===== config.mk =====
export PLATFORM = sky130hd
export DESIGN_NAME = ps2_host_tx
export DESIGN_NICKNAME = d
export VERILOG_FILES = /design/src/rtl/ps2_host_tx.sv
export SDC_FILE = /design/constraint.sdc
export NUM_CORES = 1
export LEC_CHECK = 0
export ABC_AREA = 0
export CORE_MARGIN = 2
export CORE_UTILIZATION = 30
export CTS_CLUSTER_SIZE = 30
export DETAILED_ROUTE_END_ITERATION = 6
export PLACE_DENSITY = 0.54
export SKIP_CTS_REPAIR_TIMING = 1
export SLEW_MARGIN = 20
export SYNTH_ARGS = -nofsm -noshare
export SYNTH_HDL_FRONTEND = slang
export SYNTH_SLANG_ARGS = --single-unit

===== constraint.sdc =====
create_clock -name clk -period 3.83 [get_ports clk]
set_clock_uncertainty 0.1 [all_clocks]
set_input_delay 0.5745 -clock clk [delete_from_list [all_inputs] [get_ports clk]]
set_output_delay 0.5745 -clock clk [all_outputs]
set_load 0.01 [all_outputs]

===== src/rtl/ps2_host_tx.sv =====
// Host-to-device PS/2 command transmitter: inhibit, request-to-send, 11-bit frame, ACK check, line release.
// Line inputs are seen 3 clk after they change; i_start is dropped (not queued) unless idle, and only one command is in flight at a time.
module ps2_host_tx #(
    parameter int unsigned INHIBIT_CYCLES = 5000,
    parameter int unsigned TIMEOUT_CYCLES = 1000000
) (
    input  logic       clk,
    input  logic       rst_n,
    input  logic       i_ps2_clk,
    input  logic       i_ps2_data,
    input  logic       i_start,
    input  logic [7:0] i_byte,
    output logic       o_clk_oe,
    output logic       o_data_oe,
    output logic       o_busy,
    output logic       o_done,
    output logic       o_error
);
    localparam int IW = $clog2(INHIBIT_CYCLES + 1);
    localparam int TW = $clog2(TIMEOUT_CYCLES + 1);
    localparam logic [IW-1:0] INH_LAST = IW'(INHIBIT_CYCLES - 1);
    localparam logic [TW-1:0] TO_LAST  = TW'(TIMEOUT_CYCLES - 1);

    typedef enum logic [2:0] {
        S_IDLE, S_INHIBIT, S_RTS, S_SEND, S_ACK, S_RELEASE
    } state_t;

    state_t        r_state;
    logic [IW-1:0] r_inh_cnt;
    logic [TW-1:0] r_to_cnt;
    logic [9:0]    r_shift;
    logic [3:0]    r_bit_cnt;
    logic          r_err;
    logic          r_clk_oe, r_data_oe, r_busy, r_done, r_error;
    logic          r_clk_s1, r_clk_s2, r_clk_prev;
    logic          r_dat_s1, r_dat_s2;

    logic w_fall, w_active, w_timeout;

    assign w_fall    = r_clk_prev & ~r_clk_s2;
    assign w_active  = (r_state == S_RTS) || (r_state == S_SEND) ||
                       (r_state == S_ACK) || (r_state == S_RELEASE);
    assign w_timeout = w_active && (r_to_cnt == TO_LAST);

    always_ff @(posedge clk) begin
        if (!rst_n) begin
            r_state    <= S_IDLE;
            r_inh_cnt  <= '0;
            r_to_cnt   <= '0;
            r_shift    <= '0;
            r_bit_cnt  <= '0;
            r_err      <= 1'b0;
            r_clk_oe   <= 1'b0;
            r_data_oe  <= 1'b0;
            r_busy     <= 1'b0;
            r_done     <= 1'b0;
            r_error    <= 1'b0;
            r_clk_s1   <= 1'b1;
            r_clk_s2   <= 1'b1;
            r_clk_prev <= 1'b1;
            r_dat_s1   <= 1'b1;
            r_dat_s2   <= 1'b1;
        end else begin
            r_clk_s1   <= i_ps2_clk;
            r_clk_s2   <= r_clk_s1;
            r_clk_prev <= r_clk_s2;
            r_dat_s1   <= i_ps2_data;
            r_dat_s2   <= r_dat_s1;
            r_done     <= 1'b0;
            r_error    <= 1'b0;
            if (w_active) r_to_cnt <= r_to_cnt + 1'b1;

            // Expiry takes priority over any edge arriving in the same cycle.
            if (w_timeout) begin
                r_clk_oe  <= 1'b0;
                r_data_oe <= 1'b0;
                r_done    <= 1'b1;
                r_error   <= 1'b1;
                r_state   <= S_IDLE;
            end else begin
                case (r_state)
                    S_IDLE: begin
                        r_busy    <= 1'b0;
                        r_clk_oe  <= 1'b0;
                        r_data_oe <= 1'b0;
                        // r_done still high means the previous command is ending this cycle.
                        if (i_start && !r_done) begin
                            r_shift   <= {1'b1, ~^i_byte, i_byte};
                            r_inh_cnt <= '0;
                            r_err     <= 1'b0;
                            r_clk_oe  <= 1'b1;
                            r_busy    <= 1'b1;
                            r_state   <= S_INHIBIT;
                        end
                    end
                    S_INHIBIT: begin
                        if (r_inh_cnt == INH_LAST) begin
                            r_clk_oe  <= 1'b0;
                            r_data_oe <= 1'b1;
                            r_to_cnt  <= '0;
                            r_state   <= S_RTS;
                        end else begin
                            r_inh_cnt <= r_inh_cnt + 1'b1;
                        end
                    end
                    S_RTS: begin
                        if (w_fall) begin
                            r_data_oe <= ~r_shift[0];
                            r_shift   <= {1'b0, r_shift[9:1]};
                            r_bit_cnt <= 4'd1;
                            r_state   <= S_SEND;
                        end
                    end
                    S_SEND: begin
                        if (w_fall) begin
                            r_data_oe <= ~r_shift[0];
                            r_shift   <= {1'b0, r_shift[9:1]};
                            r_bit_cnt <= r_bit_cnt + 1'b1;
                            if (r_bit_cnt == 4'd9) r_state <= S_ACK;
                        end
                    end
                    S_ACK: begin
                        if (w_fall) begin
                            r_err   <= r_dat_s2;
                            r_state <= S_RELEASE;
                        end
                    end
                    S_RELEASE: begin
                        if (r_clk_s2 && r_dat_s2) begin
                            r_done  <= 1'b1;
                            r_error <= r_err;
                            r_state <= S_IDLE;
                        end
                    end
                    default: r_state <= S_IDLE;
                endcase
            end
        end
    end

    assign o_clk_oe  = r_clk_oe;
    assign o_data_oe = r_data_oe;
    assign o_busy    = r_busy;
    assign o_done    = r_done;
    assign o_error   = r_error;
endmodule


==> flow_metrics.tcl <==
set metrics [dict create \
    p_int_mw 1.01 \
    cts_made_buffers 9 \
    netlist_area_um2 2910 \
    route.detailed.drc 0 \
    place_congestion 0.752 \
    synth_fa_ha_area_frac 0.0172 \
    clk_pin_slew_ps 80 \
    grt_first_pass_wirelength_um 10300 \
    pwr-share-comb 0.082 \
    fp.dieArea_um2 10500 \
    rows 35 \
    slew_viol_final 0 \
    fin_tns_setup_ps 0 \
    first_pass_iters 4 \
    ant_nets 0 \
    synth_top_flop_cell "dfxtp_1" \
    power_frac_clock 0.424 \
    clock_path_buffers 2 \
    min_period_over_period 0.703 \
    io_buffers 17 \
    cts_tree "built" \
    status "completed" \
    cp.required_ps 4010 \
    p_per_area_nw_per_um2 403 \
    critPathKind "register to register" \
    start_util 0.312 \
    wl_um 6020 \
    clockRootBuffer "clkbuf_8" \
    grt_overflow_total 0 \
    vias 2299 \
    die_h_um 103 \
    synth_enable_flop_cells 0 \
    drive_above_1_share 0.0593 \
    pin_count 18 \
    synth_top_family_by_area "simple AND/OR/NAND/NOR gates" \
    hp-class "register to register" \
    fin_util 0.362 \
    insertedDiodeCount 0 \
    cap_violations 0 \
    clkLatencyLatePin_ps 340 \
    fin_crit_ps 2690 \
    synth-simple-area-share 0.263 \
    p_sw_mw 0.347 \
    coreArea_um2 9330 \
    synth-compound-area-share 0.0966 \
    critPathMaxStageDelay_ps 690 \
    hold_violations 0 \
    drt_iter0_drc 104 \
    max_freq_mhz 372 \
    synthesis.instances 335 \
    grt_pass1_vias 2190 \
    antenna_found_initial 0 \
    leakage_nw 1.16 \
    layout.nets 366 \
    cp.arrival_ps 2870 \
    synth.area.mux_share 0.0481 \
    crit_chain "xnor2_2 > or4b_1 > o21ba_1 > a21o_1 > nor2_1" \
    grt_usage 0.126 \
    seqPwrFrac 0.494 \
    syn2layout_area_growth_pct 15.8 \
    ys_ff_latch 61 \
    fp.dieW_um 103 \
    critPathSlowestCell "dfxtp_1" \
    yosysUniqueCellTypes 42 \
    worst_pin_slew_ps 904 \
    maxSlewHeadroom 0.392 \
    synth_nets 352 \
    avgViaCountPerCell 4.76 \
    grt_max_degree 21 \
    htree_levels 3 \
    synth_warnings 0 \
    sw_frac_of_total 0.255 \
    yosysSeqAreaShare 0.419 \
    rsz0062_at_grt "no" \
    cts.sinks 61 \
    cp-start-kind "register" \
    avgSynthCellArea_um2 8.69 \
    hpwl_um 4090 \
    cp-end-kind "register" \
    cp_max_fo 16 \
    ir_worst_vdd_mv 0.152 \
    routedWlPerCell_um 12.5 \
    synth_xor_area_frac 0.120 \
    async_flop_share 0 \
    setup_viol 0 \
]
==> sequential cells by signal, summed over array words and instances (netlist names), 3 cells and up <==
name / flops
r_inh_cnt: 13
r_shift: 10
r_state: 3
r_to_cnt: 20
r_bit_cnt: 4
==> power by group through the flow <==
stage,combinational (mW),clock [mW],sequential (mW)
CTS,0.113,0.597,0.672
finish,0.112,0.577,0.672
global route,0.126,0.625,0.675
detailed placement,0.113,0,0.686
global placement,0.112,0,0.686
floorplan,0.0851,0,0.680
==> placed cells by master, fill, tap and decap left out, types with 3 or more instances in the layout <==
| cell | count |
|---|---|
| nor3_1 | 14 |
| nor2_1 | 48 |
| nor2b_1 | 5 |
| clkdlybuf4s50_1 | 17 |
| nor3b_1 | 3 |
| nand2_1 | 23 |
| xor2_1 | 15 |
| inv_1 | 5 |
| dfxtp_1 | 61 |
| nand3_1 | 16 |
| ha_1 | 4 |
| nand4_1 | 6 |
| nand3b_1 | 3 |
| xnor2_1 | 23 |
| nand2b_1 | 10 |
| a21boi_0 | 3 |
| o21ai_0 | 6 |
| mux2i_1 | 14 |
| a211oi_1 | 10 |
| nor4_1 | 8 |
| a21oi_1 | 18 |
| clkbuf_8 | 9 |
==> layout make-up <==
| class | count | area (um2) |
|---|---|---|
| clock buffers | 10 | 128 |
| clock inverters | 6 | 71.3 |
| fillers | 952 | 5960 |
| inverters | 5 | 18.8 |
| multi-input cells | 253 | 1590 |
| flip-flops and latches | 61 | 1220 |
| well taps | 129 | 161 |
| repair buffers | 19 | 185 |
==> metrics by stage <==
stage	cell area (um2)	power, mW	hold WS (ps)	instances	worst slack [ps]
after floorplan	2910	0.765	286	335	1740
after global placement	3170	0.798	290	467	1100
after detailed placement	3170	0.799	293	467	1060
after CTS	3370	1.38	313	483	1110
after global routing	3370	1.43	321	483	929
final	3370	1.36	310	483	1140
==> synthesized netlist by cell type (2+ instances only) <==
cell | number | area [um2]
a211oi_1 | 10 | 75.1
or3_1 | 2 | 12.5
a21o_1 | 2 | 15.0
buf_6 | 2 | 22.5
clkbuf_1 | 9 | 33.8
o21ai_0 | 6 | 30.0
nor4_1 | 8 | 50.1
nor2_1 | 48 | 180
nand2_1 | 23 | 86.3
nand3_1 | 16 | 80.1
and2_1 | 2 | 12.5
dfxtp_1 | 61 | 1220
and3_1 | 2 | 12.5
nand4_1 | 6 | 37.5
mux2i_1 | 14 | 140
inv_1 | 5 | 18.8
ha_1 | 4 | 50.1
nand2b_1 | 10 | 62.6
xor2_1 | 15 | 131
nor3_1 | 14 | 70.1
a21boi_0 | 3 | 22.5
xnor2_1 | 23 | 201
and4_1 | 2 | 17.5
o21a_1 | 2 | 15.0
nor2b_1 | 5 | 31.3
nand3b_1 | 3 | 22.5
buf_2 | 3 | 15.0
nor3b_1 | 3 | 22.5
buf_4 | 2 | 15.0
a21oi_1 | 18 | 90.1
==> final timing paths <==
| check | startpoint | to | slack (ps) | cells after the start |
|---|---|---|---|---|
| setup reg to reg | r_state[2]$_SDFFE_PP0P_ | r_inh_cnt[4]$_SDFFE_PN0P_ | 1140 | 5 |
| hold reg to reg | r_dat_s1$_SDFF_PN1_ | r_dat_s2$_SDFF_PN1_ | 310 | 1 |
| setup / recovery | r_state[2]$_SDFFE_PP0P_ | r_inh_cnt[4]$_SDFFE_PN0P_ | 1140 | 5 |
| hold / removal | r_dat_s1$_SDFF_PN1_ | r_dat_s2$_SDFF_PN1_ | 310 | 1 |
==> logic make-up (layout without fill, tap and decap cells) <==
family | Yosys count | after routing
mux | 14 | 14
xor+xnor | 39 | 39
flops | 61 | 61
buf+inv | 21 | 40
simple gates | 151 | 151
compound gates | 45 | 45
fa+ha+maj | 4 | 4
==> layer usage <==
layer  wire [um]  GRT usage  share of wire
met2        2740      0.196           0.46
met4          70     0.0656          0.012
met3         171     0.0380          0.028
met1        3030      0.157           0.50
met5           0          0              0
==> critical path: cells and delay by family (launching register included) <==
family | cells | cell delay (ps)
and+or+nand+nor | 2 | 830
xor gates and xnor gates | 1 | 210
AOI/OAI and AO/OA | 2 | 790
DFF | 1 | 690
Note: power is estimated with default switching activity, not from simulation.
